### src/rtl/vga_pkg.sv
// Shared video timing constants and the VRAM arbiter state encoding.
package vga_pkg;

  localparam int HWIDTH  = 640;
  localparam int VWIDTH  = 480;
  localparam int FB_SIZE = HWIDTH * VWIDTH;

  typedef enum logic [1:0] {
    ARB_IDLE,
    ARB_RD_PEND,
    ARB_RD_DATA
  } arb_state_t;

endpackage

### src/rtl/vram_wr_fifo.sv
// Posted-write FIFO for the VRAM arbiter: address+data entries, power-of-two depth.
module vram_wr_fifo #(
  parameter int AW    = 19,
  parameter int DW    = 8,
  parameter int DEPTH = 4
) (
  input  logic                     clk,
  input  logic                     rst,
  input  logic                     push,
  input  logic                     pop,
  input  logic [AW-1:0]            push_addr,
  input  logic [DW-1:0]            push_data,
  output logic [AW-1:0]            head_addr,
  output logic [DW-1:0]            head_data,
  output logic [$clog2(DEPTH):0]   count,
  output logic                     empty
);

  localparam int PW = $clog2(DEPTH);

  typedef struct packed {
    logic [AW-1:0] addr;
    logic [DW-1:0] data;
  } entry_t;

  entry_t          mem [DEPTH];
  logic [PW-1:0]   wr_ptr;
  logic [PW-1:0]   rd_ptr;

  // NOTE: entry storage is deliberately not reset; count and pointers alone decide validity.
  always_ff @(posedge clk) begin
    if (push) mem[wr_ptr] <= '{addr: push_addr, data: push_data};
  end

  // NOTE: sequential state uses non-blocking assignments so every register samples pre-edge values.
  always_ff @(posedge clk) begin
    if (rst) begin
      wr_ptr <= '0;
      rd_ptr <= '0;
      count  <= '0;
    end else begin
      if (push) wr_ptr <= wr_ptr + 1'b1;
      if (pop)  rd_ptr <= rd_ptr + 1'b1;
      case ({push, pop})
        2'b10:   count <= count + 1'b1;
        2'b01:   count <= count - 1'b1;
        default: count <= count;
      endcase
    end
  end

  assign head_addr = mem[rd_ptr].addr;
  assign head_data = mem[rd_ptr].data;
  assign empty     = (count == '0);

endmodule

### src/rtl/vram_arbiter.sv
// Single-port VRAM arbiter: display reads own pixel slots, CPU writes are posted
// and drained in free slots, CPU reads block behind all posted writes.
module vram_arbiter
  import vga_pkg::*;
#(
  parameter int ADDR_W     = 19,
  parameter int DATA_W     = 8,
  parameter int FIFO_DEPTH = 4
) (
  input  logic              clk,
  input  logic              rst,
  input  logic              pix_en,
  input  logic              video_on,
  input  logic [9:0]        posx,
  input  logic [9:0]        posy,
  input  logic              cpu_req,
  input  logic              cpu_we,
  input  logic [ADDR_W-1:0] cpu_addr,
  input  logic [DATA_W-1:0] cpu_wdata,
  output logic              cpu_ready,
  output logic              cpu_rvalid,
  output logic [DATA_W-1:0] cpu_rdata,
  output logic [ADDR_W-1:0] ram_addr,
  output logic              ram_we,
  output logic [DATA_W-1:0] ram_wdata,
  input  logic [DATA_W-1:0] ram_rdata,
  output logic [DATA_W-1:0] pixel_data,
  output logic              pixel_valid
);

  localparam int                CW       = $clog2(FIFO_DEPTH) + 1;
  localparam logic [ADDR_W-1:0] FB_LIMIT = ADDR_W'(FB_SIZE);

  arb_state_t        state, state_nxt;
  logic [ADDR_W-1:0] rd_addr;
  logic              rd_oob;
  logic [ADDR_W-1:0] head_addr;
  logic [DATA_W-1:0] head_data;
  logic [CW-1:0]     count;
  logic              fifo_empty;
  logic              disp_slot, rd_issue, push, pop, rd_accept;
  logic              disp_d, blank_d;
  logic [ADDR_W-1:0] pix_addr;

  assign disp_slot = pix_en && video_on;

  // Row pitch 640 = 512 + 128, so posy*640 is two shifts and an add.
  assign pix_addr = ADDR_W'({posy, 9'b0}) + ADDR_W'({posy, 7'b0}) + ADDR_W'(posx);

  assign cpu_ready = !rst && (state == ARB_IDLE) &&
                     (cpu_we ? (count < CW'(FIFO_DEPTH)) : 1'b1);
  assign push      = cpu_req && cpu_ready && cpu_we;
  assign rd_accept = cpu_req && cpu_ready && !cpu_we;

  // A pending read only goes out once every earlier posted write has drained.
  assign rd_issue = !rst && !disp_slot && (state == ARB_RD_PEND) && fifo_empty;
  assign pop      = !rst && !disp_slot && !rd_issue && !fifo_empty;

  vram_wr_fifo #(
    .AW    (ADDR_W),
    .DW    (DATA_W),
    .DEPTH (FIFO_DEPTH)
  ) u_wr_fifo (
    .clk       (clk),
    .rst       (rst),
    .push      (push),
    .pop       (pop),
    .push_addr (cpu_addr),
    .push_data (cpu_wdata),
    .head_addr (head_addr),
    .head_data (head_data),
    .count     (count),
    .empty     (fifo_empty)
  );

  // NOTE: every combinational output gets a default first, so no path can infer a latch.
  always_comb begin
    ram_addr  = '0;
    ram_we    = 1'b0;
    ram_wdata = '0;
    if (rst) begin
      ram_addr = '0;
    end else if (disp_slot) begin
      ram_addr = pix_addr;
    end else if (rd_issue) begin
      ram_addr = rd_oob ? '0 : rd_addr;
    end else if (pop) begin
      ram_addr  = head_addr;
      ram_wdata = head_data;
      ram_we    = (head_addr < FB_LIMIT);
    end
  end

  always_comb begin
    state_nxt = state;
    case (state)
      ARB_IDLE:    if (rd_accept) state_nxt = ARB_RD_PEND;
      ARB_RD_PEND: if (rd_issue)  state_nxt = ARB_RD_DATA;
      ARB_RD_DATA: state_nxt = ARB_IDLE;
      default:     state_nxt = ARB_IDLE;
    endcase
  end

  always_ff @(posedge clk) begin
    if (rst) state <= ARB_IDLE;
    else     state <= state_nxt;
  end

  // RAM data lands one cycle after the address, so slot type is delayed to match.
  always_ff @(posedge clk) begin
    if (rst) begin
      cpu_rvalid  <= 1'b0;
      cpu_rdata   <= '0;
      pixel_valid <= 1'b0;
      pixel_data  <= '0;
      disp_d      <= 1'b0;
      blank_d     <= 1'b0;
      rd_addr     <= '0;
      rd_oob      <= 1'b0;
    end else begin
      cpu_rvalid <= (state == ARB_RD_DATA);
      if (state == ARB_RD_DATA) cpu_rdata <= rd_oob ? '0 : ram_rdata;
      disp_d      <= disp_slot;
      blank_d     <= pix_en && !video_on;
      pixel_valid <= disp_d;
      if (disp_d)       pixel_data <= ram_rdata;
      else if (blank_d) pixel_data <= '0;
      if (rd_accept) begin
        rd_addr <= cpu_addr;
        rd_oob  <= (cpu_addr >= FB_LIMIT);
      end
    end
  end

endmodule

### config.mk
export PLATFORM = sky130hd
export DESIGN_NAME = vram_arbiter
export DESIGN_NICKNAME = d
export VERILOG_FILES = /design/src/rtl/vga_pkg.sv /design/src/rtl/vram_wr_fifo.sv /design/src/rtl/vram_arbiter.sv
export SDC_FILE = /design/constraint.sdc
export NUM_CORES = 1
export LEC_CHECK = 0
export BUFFER_PORTS_ARGS = -buffer_cell sky130_fd_sc_hd__buf_2
export CAP_MARGIN = 20
export CORE_MARGIN = 2
export CORE_UTILIZATION = 61
export DETAILED_ROUTE_END_ITERATION = 8
export PLACE_DENSITY = 0.88
export SETUP_SLACK_MARGIN = 0.05
export SYNTH_ARGS = -nofsm -noshare
export SYNTH_HDL_FRONTEND = slang
export SYNTH_SLANG_ARGS = --single-unit
### constraint.sdc
create_clock -name clk -period 4.9 [get_ports clk]
set_input_delay 0.98 -clock clk [delete_from_list [all_inputs] [get_ports clk]]
set_output_delay 0.98 -clock clk [all_outputs]
set_load 0.05 [all_outputs]
==> out/results.txt <==
The worst clock skew on the final layout came out at 0.00645 ns. The endpoint of the worst hold path was rd_addr[6]. For the leakage power, the log shows 0.00305 uW. The critical path goes through buf_2 > inv_1 > fa_1 > inv_1 > ha_1 > a211oi_1 > o21bai_1 > a31oi_1 > or4_1 > a41oi_1 > buf_2. Routability-driven placement finished with a final weighted congestion of 0.808. Input and output buffers added on the ports amount to 107. The global-route usage over all layers is 27.0%, and the portion of the clock cycle consumed by the worst path in the final layout is 92.1%. The run gives 3210 uW as the total chip power. Detailed placement finished with a half-perimeter wire length of 9920 microns. The die covers 0.0122 sq mm. The library cells used most frequently in the layout, excluding fill and tap cells, are sky130_fd_sc_hd__edfxtp_1 (108), sky130_fd_sc_hd__buf_2 (107), sky130_fd_sc_hd__dfxtp_1 (50). The per-cell routed wire length works out to 19.9 microns. The first-pass detailed-route iteration total is 5, and the sequential cell area is 0.00427 sq mm. Once placement completed, the tool counted placed cells totaling 743.

The transition time of the tightest slew-check pin was 1.05 ns; the global-route congestion overflow total was 0. The run gives 3.53 ns as the endpoint arrival time on the critical path. The final routed wirelength across all metal layers is 15500 microns.

The run gives 0 as the final max-slew violation count. For the data required time of the critical path, the log shows 3.92 ns. Counting the fill cells in the layout gives 678. The cell type with the highest aggregate area in the netlist is sky130_fd_sc_hd__edfxtp_1. The average via count per standard cell came out at 6.16. The path type of the worst min-delay path is flip-flop to flip-flop. The count of flip-flops with a built-in enable after synthesis is 108, and the final setup TNS is 0 ns. The post-route netlist has 28.3% of its cells at a drive strength greater than 1. The starting utilization of the core area was 63.1%.

CTS built an H-tree with a depth of 4. Derived from the worst setup path, the maximum achievable clock frequency is 0.222 GHz. The run gives 0.462 ns as the final hold slack.

On the worst path, the slowest cell contributes a delay of 0.60 ns. Power spread over the standard cell area amounts to 394 mW/mm^2. The remaining antenna violation count was 0; the height of the chip was 110 microns.

The wire length of the first global-routing pass is 23900 microns. The Yosys step of the flow raised 0 warnings. The worst pin sits at a relative slew slack of 30.0%. The tools report the top-level I/O count as 108. Of all flip-flops after synthesis, the portion carrying an async set or reset was 0%. In the final layout, the multi-input gates occupy 0.00244 sq mm. The endpoint type of the worst setup path is an output port. Of the post-synthesis cell area, the dominant cell type holds 47.0%. The library cell used most frequently in the layout, excluding fill and tap cells, is sky130_fd_sc_hd__edfxtp_1. Setup repair after global routing left no endpoint under its margin. Buffers inserted to repair hold after CTS numbered 0. The run gives 0 as the max-cap check violation count. TritonCTS built the clock tree.

The worst hold path begins at rd_addr[6]. The total buffers and inverters traversed by the critical path is 4. The count of placed standard cells in the final layout, fillers left out was 775. The logs give 0.00690 sq mm for the netlist area before placement and 0 for the diode insertion count for antenna repair.

The run gives 519 as the synthesized instance count. The worst register-to-register path begins at u_wr_fifo.count[2]. The clock sink total was 159. The row count is 38, and the core footprint is 0.0109 sq mm.

The number of register bits inferred by synthesis is 159, and the number of vias in the routed layout is 4773. The run gives 0 as the hold violation total from the final report. The worst setup path is of the primary input to output port kind. The signed area change from the synthesized netlist to the final layout came out at 18.0%.

In this run, the number of DRC markers left after iteration 0 of detailed routing was 386. The clock-pin slew on the worst setup and hold paths came out at 0.06 ns. A synthesized cell averages 13.3 sq um. The shortest clock period the worst path allows after layout works out to 4.51 ns. For this run, the leading register cell type out of synthesis is sky130_fd_sc_hd__edfxtp_1. At the later pin of the worst-skew pair, clock insertion delay measures 0.42 ns. Counting the buffers created by CTS gives 17.

For the number of post-CTS setup repair buffers, the log shows 0. By area the synthesized netlist is led by sky130_fd_sc_hd__edfxtp_1 (47%), sky130_fd_sc_hd__dfxtp_1 (15%), sky130_fd_sc_hd__mux4_2 (8.8%), sky130_fd_sc_hd__ha_1 (4.4%), sky130_fd_sc_hd__a21oi_1 (3.3%). Setup violations remaining at the end of the flow were counted as 0. The register-to-register setup slack is 2.33 ns, and the die outline width is 110 microns.

The final layout contains 710 nets. The initial antenna violation count came out at 0. In this run the deepest clock path goes through 2 buffers. After synthesis, flip-flops and latches occupy 61.8% of the total area. For the worst flop-to-flop path, the logic depth is 9.

In this run the clock root is driven by a sky130_fd_sc_hd__clkbuf_16. The via count of the first global-routing pass came out at 4827. Kind of cell adding the most delay to the critical path: adder cells. Largest net degree at the start of global routing: 43. The endpoint identified for the worst register-to-register timing path is u_wr_fifo.count[2]. In the routed design, unresolved DRC markers number 0. Kind of start point of the critical path: a primary input. Along the worst hold path, the cell count comes to 2.

The critical-path maximum fanout is 3, and the worst voltage drop across the vdd grid is 0.267 mV. The number of distinct library cell variants in the gate-level netlist after synthesis was 49; the count of cells resized by post-cts repair was 0. The net count of the mapped netlist came out at 607.

The run finished with clean final reports. Cell with the largest stage delay on the worst path: sky130_fd_sc_hd__fa_1.
-- worst min-delay path: stages, from the launching register on --
cell and delay (ns):
sky130_fd_sc_hd__dfxtp_1 0.31, sky130_fd_sc_hd__nand2_1 0.05, sky130_fd_sc_hd__a21oi_1 0.05
-- routing by layer --
metal	routed length, microns	up-vias	track usage (%)
met5	0	-	0
met2	7800	274	46.3
met4	356	0	11.9
met3	1390	38	7.17
li1	-	2163	-
met1	5900	2298	32.1
-- synth_stat cells, drive strengths merged (3+ instances only) --
cell type / instances
ha: 24
and3: 4
xnor2: 3
a21o: 6
fa: 3
nor2b: 3
a211oi: 6
dfxtp: 51
edfxtp: 108
nor2: 41
inv: 15
nand2: 46
o21ai: 7
a21oi: 46
xor2: 5
nor3b: 17
a221oi: 14
buf: 11
clkbuf: 22
nor3: 12
or3: 4
mux4: 27
and2: 14
-- through the flow --
step	area, sq um	util (%)	worst slack [ns]
floorplan	6900	-	0.122
global placement	7550	69.1	0.523
detailed placement	7550	69.1	0.437
CTS	8140	74.5	0.425
global route	8140	74.5	0.210
finish	8140	74.5	0.386
-- flip-flops by register name, indices dropped and copies added, names as in the netlist, 2 cells and up, named ones only --
| signal | flops |
|---|---|
| u_wr_fifo.mem | 108 |
| rd_addr | 19 |
| cpu_rdata | 8 |
| pixel_data | 8 |
| u_wr_fifo.count | 3 |
| state | 2 |
| u_wr_fifo.rd_ptr | 2 |
| u_wr_fifo.wr_ptr | 2 |
-- final cells by class --
class | instances | share of cell area, %
multi-input combinational | 312 | 30.0
sequential | 159 | 52.4
timing repair buffer | 117 | 7.50
clock inverter | 15 | 2.06
inverter | 15 | 0.691
clock buffer | 17 | 5.22
tap | 140 | 2.15
-- how the worst max path moves through the flow --
stage	cells after the start	slack, ns	from	endpoint
CTS	11	0.43	posx[9]	ram_addr[17]
global route	11	0.21	posy[0]	ram_addr[15]
floorplan	9	0.12	posx[9]	ram_addr[13]
detailed placement	11	0.44	posx[9]	ram_addr[17]
finish	11	0.39	posx[9]	ram_addr[17]
global placement	11	0.52	posx[9]	ram_addr[17]
-- report_power, final --
part | internal (uW) | total [uW] | switching [uW]
sequential | 1460 | 1490 | 26.9
combinational | 150 | 416 | 266
clock | 796 | 1310 | 515
total | 2400 | 3210 | 808
-- cells by family (layout without fill, tap and decap cells) --
| kind of cell | after synthesis | count (layout) | share of synthesized area, % |
|---|---|---|---|
| compound gates | 100 | 100 | 9.48 |
| xor+xnor | 8 | 8 | 1.02 |
| fa+ha+maj | 27 | 27 | 5.22 |
| buf+inv | 48 | 164 | 2.92 |
| flops | 159 | 159 | 61.8 |
| mux | 27 | 27 | 8.81 |
| simple gates | 150 | 150 | 10.7 |
Power figures use the tool's default switching activity.
